<file path="config.mk">
export PLATFORM = sky130hd
export DESIGN_NAME = bw_mac_acc
export DESIGN_NICKNAME = d
export VERILOG_FILES = /design/src/rtl/bw_pkg.sv /design/src/rtl/bw_mac_acc_sat_add.sv /design/src/rtl/bw_mac_acc.sv
export SDC_FILE = /design/constraint.sdc
export NUM_CORES = 1
export LEC_CHECK = 0
export BUFFER_PORTS_ARGS = -buffer_cell sky130_fd_sc_hd__buf_4
export CORE_MARGIN = 2
export CORE_UTILIZATION = 55
export CTS_CLUSTER_SIZE = 40
export DETAILED_ROUTE_END_ITERATION = 8
export PLACE_DENSITY = 0.8
export SYNTH_ARGS = -nofsm -noshare
export SYNTH_HDL_FRONTEND = slang
export SYNTH_HIERARCHICAL = 1
export SYNTH_SLANG_ARGS = --single-unit
</file>
<file path="constraint.sdc">
create_clock -name clk -period 3.6 [get_ports clk]
set_clock_uncertainty 0.1 [all_clocks]
set_input_delay 0.9 -clock clk [delete_from_list [all_inputs] [get_ports clk]]
set_output_delay 0.9 -clock clk [all_outputs]
set_load 0.02 [all_outputs]
</file>
<file path="src/rtl/bw_pkg.sv">
// rtl/bw_pkg.sv - shared constants, state encoding and saturation limits for the Baugh-Wooley MAC back end
package bw_pkg;

  localparam int PROD_W = 8;

  localparam logic [1:0] ST_IDLE = 2'd0;
  localparam logic [1:0] ST_ACC  = 2'd1;
  localparam logic [1:0] ST_DONE = 2'd2;

  typedef enum logic [1:0] {
    IDLE = ST_IDLE,
    ACC  = ST_ACC,
    DONE = ST_DONE
  } state_e;

  // Largest / smallest two's-complement value representable in w bits (w <= 31).
  function automatic int smax(input int w);
    return (1 << (w - 1)) - 1;
  endfunction

  function automatic int smin(input int w);
    return -(1 << (w - 1));
  endfunction

endpackage

</file>
<file path="src/rtl/bw_mac_acc_sat_add.sv">
// rtl/bw_mac_acc_sat_add.sv - combinational saturating add of an 8-bit signed product into a W-bit signed value
module sat_add
  import bw_pkg::*;
#(
  parameter int W = 12
) (
  input  logic [W-1:0]      a,
  input  logic [PROD_W-1:0] b,
  output logic [W-1:0]      y,
  output logic              ovf
);

  localparam logic [W-1:0] MAXV = W'(smax(W));
  localparam logic [W-1:0] MINV = W'(smin(W));

  logic [W:0] sum;

  // One guard bit is enough: a single 8-bit addend can push a W-bit value at most one bit over.
  assign sum = {a[W-1], a} + {{(W + 1 - PROD_W){b[PROD_W-1]}}, b};

  always_comb begin
    y   = sum[W-1:0];
    ovf = 1'b0;
    if (sum[W] != sum[W-1]) begin
      ovf = 1'b1;
      y   = sum[W] ? MINV : MAXV;
    end
  end

endmodule

</file>
<file path="src/rtl/bw_mac_acc.sv">
// rtl/bw_mac_acc.sv - burst signed multiply-accumulate with saturation and valid/ready in/out handshakes
module bw_mac_acc
  import bw_pkg::*;
#(
  parameter int ACC_W = 12,
  parameter int LEN_W = 4
) (
  input  logic              clk,
  input  logic              rst_n,
  input  logic              start,
  input  logic [LEN_W-1:0]  len,
  input  logic              in_valid,
  output logic              in_ready,
  input  logic [PROD_W-1:0] prod,
  output logic              out_valid,
  input  logic              out_ready,
  output logic [ACC_W-1:0]  acc_out,
  output logic              sat
);

  state_e            state;
  logic [LEN_W-1:0]  cnt;
  logic [ACC_W-1:0]  acc;
  logic [ACC_W-1:0]  sum_y;
  logic              sum_ovf;

  sat_add #(.W(ACC_W)) u_sat_add (
    .a   (acc),
    .b   (prod),
    .y   (sum_y),
    .ovf (sum_ovf)
  );

  always_ff @(posedge clk) begin
    if (!rst_n) begin
      state <= IDLE;
      cnt   <= '0;
      acc   <= '0;
      sat   <= 1'b0;
    end else begin
      case (state)
        IDLE: begin
          if (start) begin
            acc <= '0;
            sat <= 1'b0;
            cnt <= len;
            state <= (len != '0) ? ACC : DONE;
          end
        end
        ACC: begin
          if (in_valid) begin
            acc <= sum_y;
            sat <= sat | sum_ovf;
            cnt <= cnt - 1'b1;
            if (cnt == LEN_W'(1)) state <= DONE;
          end
        end
        DONE: begin
          // start coinciding with the result handshake is dropped; it must be re-issued from IDLE.
          if (out_ready) state <= IDLE;
        end
        default: state <= IDLE;
      endcase
    end
  end

  assign in_ready  = (state == ACC);
  assign out_valid = (state == DONE);
  assign acc_out   = acc;

endmodule

</file>
==> results of run 1 <==
==> logic make-up after synthesis <==
family	Yosys count	synth area share, %
simple gates	41	13.1
fa+ha+maj	26	20.5
xor+xnor	11	6.22
buf+inv	17	5.09
mux	3	2.26
compound gates	67	28.3
flops	19	24.6
==> worst max-delay path: stages <==
cell	delay (ns)
buf_4	0.12
ha_1	0.28
a211o_1	0.12
o211ai_1	0.10
o21ai_1	0.28
o221ai_2	0.15
xnor2_1	1.00
maj3_2	0.37
nand2_1	0.05
a21oi_1	0.16
==> layout make-up <==
cell class	instances	area [um2]
inverters	8	30.0
well taps	31	38.8
clock buffers	4	26.3
multi-input cells	148	1090
fillers	240	876
repair buffers	36	270
flip-flops and latches	19	380
==> placed cells by master (no fill, tap or decap), drive strengths merged, types with 2 or more instances in the layout <==
cell type,Yosys,routed
buf,4,36
a21oi,24,24
o21ai,20,20
dfxtp,19,19
nand2,17,17
ha,14,14
maj3,11,11
xnor2,10,10
inv,8,8
nor2,8,8
a21o,4,4
o41ai,4,4
clkbuf,5,4
o211ai,3,3
nor2b,2,2
or4,2,2
nor3b,2,2
nand2b,2,2
and3,2,2
o221ai,2,2
mux2i,2,2
==> metrics by stage <==
stage | std cells | util (%) | TNS (ns) | hold slack (ns) | setup slack, ns
6_report | 246 | 67.7 | 0 | 0.398 | 0.207
2_1_floorplan | 184 | - | 0 | 0.372 | 0.353
3_5_place_dp | 242 | 66.7 | -0.179 | 0.376 | -0.0471
3_3_place_gp | 242 | 66.7 | 0 | 0.375 | 0.0141
4_1_cts | 246 | 67.7 | 0 | 0.405 | 0.280
5_1_grt | 246 | 67.7 | 0 | 0.433 | 0.0438
==> synth_stat cells, drive strengths merged (2+ instances only) <==
master / instances
o21ai: 20
inv: 8
o211ai: 3
clkbuf: 5
maj3: 11
nor2b: 2
mux2i: 2
nor2: 8
nand2: 17
o221ai: 2
xnor2: 10
a21oi: 24
dfxtp: 19
a21o: 4
and3: 2
o41ai: 4
or4: 2
buf: 4
ha: 14
nand2b: 2
nor3b: 2
==> worst paths after layout <==
kind | startpoint | endpoint | slack [ns]
min | acc_out[3]$_SDFFE_PN0P_ | acc_out[3]$_SDFFE_PN0P_ | 0.40
min reg2reg | acc_out[3]$_SDFFE_PN0P_ | acc_out[3]$_SDFFE_PN0P_ | 0.40
max reg2reg | acc_out[1]$_SDFFE_PN0P_ | acc_out[8]$_SDFFE_PN0P_ | 0.53
max | prod[1] | acc_out[8]$_SDFFE_PN0P_ | 0.21
==> per-layer routing <==
metal	vias up	track usage (%)	routed length, um
met2	45	42.4	1880
met4	0	10.6	56
li1	737	-	-
met1	725	26.9	1540
met5	-	0	0
met3	10	4.08	135
==> where the power goes <==
part           switching [mW]  internal, mW  total [mW]
Clock                  0.0707        0.0432       0.114
Combinational           0.114         0.105       0.219
Sequential             0.0154         0.224       0.240
Total                   0.200         0.373       0.573
==> sequential cells by signal (all words and copies together) (netlist names) <==
signal	count
cnt	4
state	2
acc_out	12
sat	1
==> impl_metrics.toml, run 1 <==
[outcome]
status = "finished clean"

[cells_and_area]
drive_gt1_share_pct = 26.5
nets = 248
area_growth_pct = 18.5
design_area_um2 = 1830
n_antenna_cell = 0

[yosys]
async_reset_ff_share_pct = 0
avgSynthCellArea_um2 = 8.41
synth_edf_count = 0
synth_top_area_share_pct = 24.6
synth_seq_area_share_pct = 24.6
synth_fp_nets = 216
syn-cell-area_um2 = 1550
synth_ff_type = "dfxtp_1"
synth_cell_types = 48
yosys_warnings = 6
netlist_instances = 184
ys_ff_latch = 19
synth_area_leaders = "dfxtp_1 25%, ha_1 11%, a21oi_1 6.8%"
synth_top_cell_by_area = "dfxtp_1"

[placed_design]
portBuffers = 31
dp_hpwl_um = 2720
place.gp.congestion = 0.833
place_area_um2 = 1810

[routing]
wirelength_um = 3610
post_drt_via_cell_ratio = 6.17
drc = 0
drt-wirelength-per-cell_um = 14.7
drtIter0Drc = 34
ant_nets = 0
dr_total_vias = 1517
dr.pass1.iters = 4

[power]
power_mw = 0.573
vdd_ir_drop_max_uv = 254
power.density_nw_per_um2 = 312
p_leak_nw = 0.795

[timing]
fmax_ghz = 0.295
setup_viol = 0
post-route-period-util_pct = 94.2
tightest_slew_ns = 1.28
rsz0062_at_grt = "no"
finalCriticalPeriod_ns = 3.39
maxSlewHeadroom_pct = 13.8
hold_viol = 0
slew_viol_final = 0

[clock_network]
worstSkewPairLatency_ns = 0.30
htreeDepth = 1
post_cts_resized = 0
hold_buffers = 0
clk_pin_slew_ns = 0.11
clkSinkCount = 19
cts_tree = "done"
numCtsBuffers = 3
clockBufferDepth = 2
post_cts.repair.setup_buffers = 0
cts_root_buf = "clkbuf_4"

[grt]
first_global_vias = 1442
overflow = 0
grt_max_degree = 27
grt_usage_pct = 23.5
antenna_found_initial = 0
grt_first_pass_wirelength_um = 6050

[worst_setup_path]
worstPathRequired_ns = 3.74
criticalPathCategory = "in -> reg"
end_kind = "register"
cp-start-kind = "input port"
cp.arrival_ns = 3.53
r2r_cells = 9
cp_max_fo = 12

[die]
die-area_um2 = 3250
ioPinCount = 32
coreArea_um2 = 2710
die_y_um = 57.0
rows = 19
die_w_um = 57.0
start_util_pct = 57.1

[job]
drv_cap = 0

[worst_hold_path]
hold_path_depth = 2
hp-class = "reg -> reg"
Power figures use the tool's default switching activity.
==> run 2, diff against run 1 <==
--- a/config.mk
+++ b/config.mk
@@ -6,12 +6,11 @@
 export NUM_CORES = 1
 export LEC_CHECK = 0
 export BUFFER_PORTS_ARGS = -buffer_cell sky130_fd_sc_hd__buf_4
-export CORE_MARGIN = 2
-export CORE_UTILIZATION = 55
+export CORE_MARGIN = 3
+export CORE_UTILIZATION = 54
 export CTS_CLUSTER_SIZE = 40
 export DETAILED_ROUTE_END_ITERATION = 8
-export PLACE_DENSITY = 0.8
+export PLACE_DENSITY = 0.79
 export SYNTH_ARGS = -nofsm -noshare
 export SYNTH_HDL_FRONTEND = slang
-export SYNTH_HIERARCHICAL = 1
 export SYNTH_SLANG_ARGS = --single-unit
==> impl_metrics.toml, run 2 <==
[outcome]
status = "finished clean"

[power]
power.density_nw_per_um2 = 367
vdd_ir_drop_max_uv = 320
power_mw = 0.642
p_leak_nw = 0.790

[yosys]
ys_ff_latch = 19
synth_top_cell_by_area = "dfxtp_1"
synth_edf_count = 0
synth_compound_area_share_pct = 33.4
yosys_warnings = 0
async_reset_ff_share_pct = 0
netlist_instances = 183
synth_seq_area_share_pct = 25.5
yosys-top-cells-count = "22 x nand2_1, 19 x dfxtp_1, 16 x nor2_1"
synth_cell_types = 47
synth_area_leaders = "dfxtp_1 26%, ha_1 12%, nand2_1 5.5%"
avgSynthCellArea_um2 = 8.14
muxShareOfSynthArea_pct = 0.672
syn-cell-area_um2 = 1490
synth_top_area_share_pct = 25.5
synth_fp_nets = 215
synth_xor_area_share_pct = 4.12
synthSimpleGateAreaFrac_pct = 18.5
synthAdderAreaFrac_pct = 13.1
synth_top_family_by_area = "compound AO/OA/AOI/OAI gates"
synth_ff_type = "dfxtp_1"
synth.most_common_cell = "nand2_1"

[worst_setup_path]
worstPathRequired_ns = 3.76
criticalPathCategory = "in -> reg"
r2r_cells = 10
crit_chain = "buf_4 > ha_1 > fa_1 > a21o_2 > a221oi_2 > a211oi_1 > o31ai_2 > xnor2_1 > buf_4 > o21ai_0 > a21boi_1"
critPathMaxStageDelay_ns = 0.42
cp.arrival_ns = 3.35
cp-start-kind = "input port"
r2r_slack_ns = 0.75
cp_slowest_cell = "fa_1"
cp_common_cell = "buf_4"
end_kind = "register"
timing.rr.end = "acc_out[1]$_SDFFE_PN0P_"
cp_max_fo = 8
r2r-start = "acc_out[0]$_SDFFE_PN0P_"

[die]
ioPinCount = 32
rows = 18
die_y_um = 58.5
coreArea_um2 = 2540
die-area_um2 = 3420
start_util_pct = 58.5
die_w_um = 58.5

[clock_network]
clk_pin_slew_ns = 0.12
cts_root_buf = "clkbuf_4"
post_cts_resized = 0
clkSinkCount = 19
worstSkewPairLatency_ns = 0.31
numCtsBuffers = 3
cts_tree = "done"
htreeDepth = 1
clockBufferDepth = 2
hold_buffers = 0
post_cts.repair.setup_buffers = 0

[routing]
wirelength_um = 3490
drtIter0Drc = 70
ant_nets = 0
dr.pass1.iters = 4
dr_total_vias = 1439
drt-wirelength-per-cell_um = 14.4
post_drt_via_cell_ratio = 5.95
drc = 0

[timing]
setup_viol = 0
tightest_slew_ns = 0.753
fmax_ghz = 0.313
finalCriticalPeriod_ns = 3.20
maxSlewHeadroom_pct = 49.4
rsz0062_at_grt = "no"
setup_tns_ns = 0
slew_viol_final = 0
post-route-period-util_pct = 88.8
hold_viol = 0
worst_hold_slack_ns = 0.379

[cells_and_area]
multi_input_area_um2 = 1040
fillCellCount = 221
n_antenna_cell = 0
final_cell_mix = "33 x buf_4, 22 x nand2_1, 19 x dfxtp_1"
drive_gt1_share_pct = 23.1
design_area_um2 = 1750
utilization_pct = 68.8
nets = 245
area_growth_pct = 17.6
largest_reg_flops = 12
seqCellArea_um2 = 380
layout_commonest_cell = "buf_4"

[placed_design]
place_area_um2 = 1720
portBuffers = 31
dp_hpwl_um = 2640
place.gp.congestion = 0.810

[worst_hold_path]
hp-class = "reg -> reg"
hp-start = "acc_out[3]$_SDFFE_PN0P_"
hold_path_depth = 2
min_to = "acc_out[3]$_SDFFE_PN0P_"

[grt]
antenna_found_initial = 0
grt_max_degree = 21
first_global_vias = 1385
overflow = 0
grt_first_pass_wirelength_um = 6040
grt_usage_pct = 22.5

[job]
drv_cap = 0
[run 2: power breakdown]
group	total (mW)	switching [mW]	internal (mW)
Sequential	0.258	0.0259	0.232
Clock	0.115	0.0731	0.0416
Combinational	0.269	0.152	0.117
[run 2: worst max path at each step]
stage	from	to	slack (ns)
3_3_place_gp	prod[0]	acc_out[1]$_SDFFE_PN0P_	0.23
5_1_grt	prod[0]	acc_out[0]$_SDFFE_PN0P_	0.30
4_1_cts	prod[0]	acc_out[1]$_SDFFE_PN0P_	0.43
2_1_floorplan	prod[0]	acc_out[0]$_SDFFE_PN0P_	0.43
6_report	prod[0]	acc_out[1]$_SDFFE_PN0P_	0.40
3_5_place_dp	prod[0]	acc_out[1]$_SDFFE_PN0P_	0.11
[run 2: cell type report]
type                       instances  share of cell area (%)
multi-input combinational        151                    59.3
sequential                        19                    21.7
timing repair buffer              33                    14.2
tap                               30                    2.14
clock buffer                       3                    1.29
inverter                           5                    1.07
clock inverter                     1                   0.286
[run 2: worst max-delay path: cells and delay by family]
family,cells,cell delay [ns]
adder cells (fa/ha/maj),2,0.64
XOR/XNOR,1,0.26
AO/OA/AOI/OAI,6,1.20
buffers and inverters,2,0.35
[run 2: cells by family after synthesis]
family | Yosys count
xor+xnor | 7
mux | 1
buf+inv | 13
simple gates | 60
fa+ha+maj | 15
compound gates | 68
flops | 19
[run 2: stage by stage]
stage	std cells	setup WS [ns]
after global placement	238	0.234
final	242	0.403
after global routing	242	0.302
after CTS	242	0.425
after floorplan	183	0.427
after detailed placement	238	0.112
[run 2: per-layer routing]
metal	track usage [%]	part of all wire, %	up-vias
met1	29.9	46	657
met4	10.6	1.8	0
met2	35.7	47	54
met3	3.29	5.3	7
li1	-	-	721
met5	0	0	-
